===== config.mk =====
export PLATFORM = sky130hd
export DESIGN_NAME = coarse_delay_ctrl
export DESIGN_NICKNAME = d
export VERILOG_FILES = /design/src/rtl/coarse_delay_ctrl.sv
export SDC_FILE = /design/constraint.sdc
export NUM_CORES = 1
export LEC_CHECK = 0
export ABC_AREA = 1
export BUFFER_PORTS_ARGS = -buffer_cell sky130_fd_sc_hd__buf_2
export CAP_MARGIN = 25
export CORE_ASPECT_RATIO = 0.5
export CORE_MARGIN = 8
export CORE_UTILIZATION = 48
export DETAILED_ROUTE_END_ITERATION = 8
export GPL_TIMING_DRIVEN = 0
export PLACE_DENSITY = 0.78
export SYNTH_ARGS = -nofsm -noshare
export SYNTH_HDL_FRONTEND = slang
export SYNTH_SLANG_ARGS = --single-unit

===== constraint.sdc =====
create_clock -name clk -period 1.9 [get_ports clk]
set_clock_uncertainty 0.2 [all_clocks]
set_input_delay 0.19 -clock clk [delete_from_list [all_inputs] [get_ports clk]]
set_output_delay 0.19 -clock clk [all_outputs]
set_load 0.05 [all_outputs]

===== src/rtl/coarse_delay_ctrl.sv =====
// Coarse delay-line controller: saturating up/down code from fine-stage carries, thermometer decode, settle gating, dither lock.
// Latency: one cycle from carry to code/therm/sat; fine_en drops on the step edge and stays low for SETTLE_CYC cycles.
// Backpressure: carries arriving during SETTLE or with coarse_en low are dropped. Optional macro COARSE_GRAY_EN makes coarse_code Gray.
module coarse_delay_ctrl #(
    parameter int COARSE_BITS = 4,
    parameter int INIT_CODE   = 8,
    parameter int SETTLE_CYC  = 4,
    parameter int LOCK_REV    = 4
) (
    input  logic                        clk,
    input  logic                        rst,
    input  logic                        coarse_en,
    input  logic                        carry_incr,
    input  logic                        carry_decr,
    output logic                        fine_en,
    output logic [COARSE_BITS-1:0]      coarse_code,
    output logic [2**COARSE_BITS-2:0]   coarse_therm,
    output logic                        sat_hi,
    output logic                        sat_lo,
    output logic                        locked
);

    localparam int THERM_W = 2**COARSE_BITS - 1;
    localparam int CNT_W   = (SETTLE_CYC > 1) ? $clog2(SETTLE_CYC) : 1;
    localparam int REV_W   = $clog2(LOCK_REV + 1);

    localparam logic [COARSE_BITS-1:0] CODE_MAX  = '1;
    localparam logic [COARSE_BITS-1:0] CODE_MIN  = '0;
    localparam logic [COARSE_BITS-1:0] CODE_INIT = COARSE_BITS'(INIT_CODE);
    localparam logic [CNT_W-1:0]       CNT_LOAD  = CNT_W'(SETTLE_CYC - 1);
    localparam logic [REV_W-1:0]       REV_MAX   = REV_W'(LOCK_REV);

    typedef enum logic {
        ST_TRACK  = 1'b0,
        ST_SETTLE = 1'b1
    } state_t;

    typedef enum logic [1:0] {
        DIR_NONE = 2'd0,
        DIR_UP   = 2'd1,
        DIR_DN   = 2'd2
    } dir_t;

    state_t                 state;
    dir_t                   last_dir;
    logic [CNT_W-1:0]       settle_cnt;
    logic [REV_W-1:0]       rev_cnt;
    logic [COARSE_BITS-1:0] code_bin;

    logic                   carry_vld;
    logic                   step_up;
    logic                   step_dn;
    logic                   step;
    logic                   sat_try;
    dir_t                   step_dir;
    logic [COARSE_BITS-1:0] nxt_code;
    logic [REV_W-1:0]       nxt_rev;

    function automatic logic [THERM_W-1:0] therm_of(input logic [COARSE_BITS-1:0] b);
        logic [THERM_W-1:0] t;
        logic [31:0]        bz;
        bz = 32'(b);
        t  = '0;
        for (int i = 0; i < THERM_W; i++) begin
            t[i] = (bz > 32'(i));
        end
        return t;
    endfunction

    function automatic logic [COARSE_BITS-1:0] enc_code(input logic [COARSE_BITS-1:0] b);
`ifdef COARSE_GRAY_EN
        return b ^ (b >> 1);
`else
        return b;
`endif
    endfunction

    // Both carries together is an illegal fine-stage condition and is treated as no carry.
    always_comb begin
        carry_vld = coarse_en && (carry_incr ^ carry_decr) && (state == ST_TRACK);
        step_up   = carry_vld && carry_incr && (code_bin != CODE_MAX);
        step_dn   = carry_vld && carry_decr && (code_bin != CODE_MIN);
        step      = step_up || step_dn;
        sat_try   = carry_vld && !step;
        step_dir  = step_up ? DIR_UP : DIR_DN;

        nxt_code = code_bin;
        if (step_up) begin
            nxt_code = code_bin + 1'b1;
        end else if (step_dn) begin
            nxt_code = code_bin - 1'b1;
        end

        nxt_rev = rev_cnt;
        if (last_dir == DIR_NONE) begin
            nxt_rev = rev_cnt;
        end else if (last_dir != step_dir) begin
            nxt_rev = (rev_cnt == REV_MAX) ? rev_cnt : rev_cnt + 1'b1;
        end else begin
            nxt_rev = '0;
        end
    end

    always_ff @(posedge clk) begin
        if (rst) begin
            state        <= ST_TRACK;
            settle_cnt   <= '0;
            code_bin     <= CODE_INIT;
            coarse_code  <= enc_code(CODE_INIT);
            coarse_therm <= therm_of(CODE_INIT);
            sat_hi       <= (CODE_INIT == CODE_MAX);
            sat_lo       <= (CODE_INIT == CODE_MIN);
            fine_en      <= 1'b0;
            locked       <= 1'b0;
            rev_cnt      <= '0;
            last_dir     <= DIR_NONE;
        end else begin
            code_bin     <= nxt_code;
            coarse_code  <= enc_code(nxt_code);
            coarse_therm <= therm_of(nxt_code);
            sat_hi       <= (nxt_code == CODE_MAX);
            sat_lo       <= (nxt_code == CODE_MIN);

            case (state)
                ST_TRACK: begin
                    if (step) begin
                        state      <= ST_SETTLE;
                        settle_cnt <= CNT_LOAD;
                        fine_en    <= 1'b0;
                        rev_cnt    <= nxt_rev;
                        locked     <= (nxt_rev == REV_MAX);
                        last_dir   <= step_dir;
                    end else begin
                        fine_en <= coarse_en;
                        if (sat_try) begin
                            rev_cnt  <= '0;
                            locked   <= 1'b0;
                            last_dir <= DIR_NONE;
                        end
                    end
                end
                ST_SETTLE: begin
                    // Counts down regardless of coarse_en so the line always finishes settling.
                    if (settle_cnt == '0) begin
                        state   <= ST_TRACK;
                        fine_en <= coarse_en;
                    end else begin
                        settle_cnt <= settle_cnt - 1'b1;
                        fine_en    <= 1'b0;
                    end
                end
                default: begin
                    state   <= ST_TRACK;
                    fine_en <= 1'b0;
                end
            endcase
        end
    end

endmodule


==> out/results.ini <==
[outcome]
outcome = complete, but fails checks
violations = setup timing

[placed_design]
gp_congestion = 0.761
port_buffers = 27
pre_cts_slack_ns = -0.0348
hpwl_um = 2320

[run]
cap_violations = 0

[worst_hold_path]
worstHoldStart = carry_decr
holdPathStages = 3
hp-class = primary input to register
holdPathEnd = last_dir[1]$_SDFFE_PP0P_

[synth]
async_flop_share = 0
synth_edf_count = 0
synth_top_cell_by_area = dfxtp_1
ys_seq_elements = 30
yosysMostFrequentCell = nand2_1
postSynthAreaPerCell_sq_um = 7.79
yosysUniqueCellTypes = 25
ys_warn_count = 0
synth_area_leaders = dfxtp_1 (43%), nand2_1 (13%), inv_1 (6.7%)
synth_nets = 189
yosys.area.top_type_share = 0.430
ys.flop_type = dfxtp_1
synthesis.area_sq_mm = 0.00140
synth_common_cells = nand2_1 (50), dfxtp_1 (30), inv_1 (25)
seq_area_frac_synth = 0.430
netlist_instances = 179

[global_routing]
grt_remaining_overflow = 0
gr-usage-all-layers = 0.142
grt_pass1_wl_um = 5490
grt_pass1_vias = 1275
grt_max_degree = 11
antenna_found_initial = 0

[floorplanning]
io_pins = 28
core-area_sq_mm = 0.00268
initial_core_util = 0.520
die_area_sq_mm = 0.00499
die_h_um = 54.1
die_w_um = 92.2
rows = 13

[worst_setup_path]
endpoint_kind = register
reg2reg_slack_ns = -0.03
r2r_cells = 11
cp-start-kind = register
r2r_start = state$_SDFF_PP0_
critPathRequiredTime_ns = 1.92
critical_path_class = register to register
arrival_ns = 1.95
reg2reg_to = coarse_therm[8]$_SDFF_PP0_
critPathMaxFanout = 7

[cts]
root_buffer = clkbuf_8
htree_levels = 2
cts_tree = yes
cts_buffer_depth = 2
insertion_delay_ns = 0.29
cts.sink_count = 30
numCtsBuffers = 5
clk_pin_slew_ns = 0.07

[sta]
max_freq_mhz = 518
drv_slew = 0
grt_setup_unrepaired = yes
slew_headroom = 0.670
period_needed_ns = 1.93
setup_viol = 6
hold_viol = 0
tightest_slew_ns = 0.495
fin_setup_tns_ns = -0.114
finalWorstSetupSlack_ns = -0.0299
min_period_over_period = 1.02

[drt]
vias = 1307
drtPass1Iterations = 4
viasPerCell = 5.01
wl_per_cell_um = 15.1
routed_wl_um = 3950
drc = 0
drt_iter0_drc = 84
ant_nets = 0

[finish]
antenna-diode-count = 0
area_growth_pct = 35.2
layout-drive-gt1-share = 0.388
fin_util = 0.703
nets = 233

[power]
vdd_ir_drop_max_v = 0.000780
powerDensity_mw_per_mm2 = 968
leakage_uw = 0.000933

-- worst max-delay path, cell delays in order (launching register included) --
cell,delay (ns)
dfxtp_1,0.37
nor2_4,0.13
inv_1,0.09
nor2_4,0.16
nand2_1,0.09
nor2_2,0.18
nand2_1,0.10
nand2_1,0.12
nand2_2,0.08
nand2_4,0.12
nand2_4,0.09
nor2_1,0.13
-- where the power goes --
part / internal [uW] / switching, uW
clock network: 292 / 252
registers: 681 / 39.2
logic: 172 / 391
total: 1140 / 681
-- placed cells by master (no fill, tap or decap) --
master / instances
xor2_1: 3
xor2_2: 2
nand4_4: 1
dfxtp_1: 26
nand2_4: 3
nor2_2: 4
a21oi_2: 1
dlygate4sd3_1: 2
o21ai_4: 1
a21oi_1: 6
ha_1: 3
buf_2: 27
inv_4: 4
xnor2_1: 3
ha_4: 2
o21ai_0: 3
nand3_2: 4
nand2_8: 1
dfxtp_2: 2
a21oi_4: 1
nand3_1: 7
nor3_1: 1
inv_2: 5
clkinv_2: 1
nor2_1: 12
o21ai_1: 1
dfxtp_4: 2
nor2_8: 1
nor2_4: 3
clkbuf_1: 1
clkbuf_8: 6
nand2_1: 47
nand2_2: 5
buf_4: 9
nand3_4: 1
inv_1: 22
nand3b_4: 1
-- cell families after synthesis --
group / synth area share
buf+inv: 0.0888
fa+ha+maj: 0.0448
compound gates: 0.0547
flops: 0.430
simple gates: 0.326
xor+xnor: 0.0556
-- area by class of cell --
cell class | count | area, sq um
buffer | 2 | 11.3
clock buffer | 6 | 82.6
clock inverter | 2 | 11.3
fill | 190 | 798
inverter | 30 | 120
multi-input combinational | 117 | 788
sequential | 30 | 611
tap | 37 | 46.3
timing repair buffer | 37 | 215
-- layer usage --
metal  vias up  GRT usage  wire, um
li1        629          -         -
met1       615      0.135      1450
met2        47      0.275      2140
met3        16     0.0485       227
met4         0     0.0844       133
met5         -          0         0
-- worst max-delay path by stage --
| stage | to | startpoint | slack (ns) |
|---|---|---|---|
| 2_1_floorplan | coarse_therm[0]$_SDFF_PP1_ | code_bin[0]$_SDFF_PP0_ | 0.03 |
| 3_3_place_gp | sat_lo$_SDFF_PP0_ | code_bin[0]$_SDFF_PP0_ | 0.007 |
| 3_5_place_dp | coarse_therm[14]$_SDFF_PP0_ | code_bin[0]$_SDFF_PP0_ | -0.03 |
| 4_1_cts | coarse_therm[14]$_SDFF_PP0_ | code_bin[0]$_SDFF_PP0_ | 0.01 |
| 5_1_grt | sat_lo$_SDFF_PP0_ | state$_SDFF_PP0_ | -0.13 |
| 6_report | coarse_therm[8]$_SDFF_PP0_ | state$_SDFF_PP0_ | -0.03 |
-- per-stage QoR --
stage	std cells	total power, uW	instance area, sq um	hold slack (ns)
global route	261	1900	1890	0.0873
floorplan	179	1080	1410	0.0668
global placement	243	1170	1600	0.252
CTS	256	1740	1770	0.0830
detailed placement	243	1180	1600	0.263
finish	261	1830	1890	0.0962
-- flip-flops by register name (all words and copies together) (netlist names) --
signal,cells
last_dir,2
locked,1
rev_cnt,3
sat_hi,1
settle_cnt,2
code_bin,4
coarse_therm,14
fine_en,1
state,1
sat_lo,1
-- repair_timing --
item | CTS | global route
buffers inserted | 3 | 5
gates resized for setup | 7 | 20
pin swaps | 1 | 9
setup endpoints to repair | 9 | 21
endpoints found under the hold margin | 1 | 0
hold buffers | 2 | 0
No activity file was read; power rests on OpenSTA's default activity.
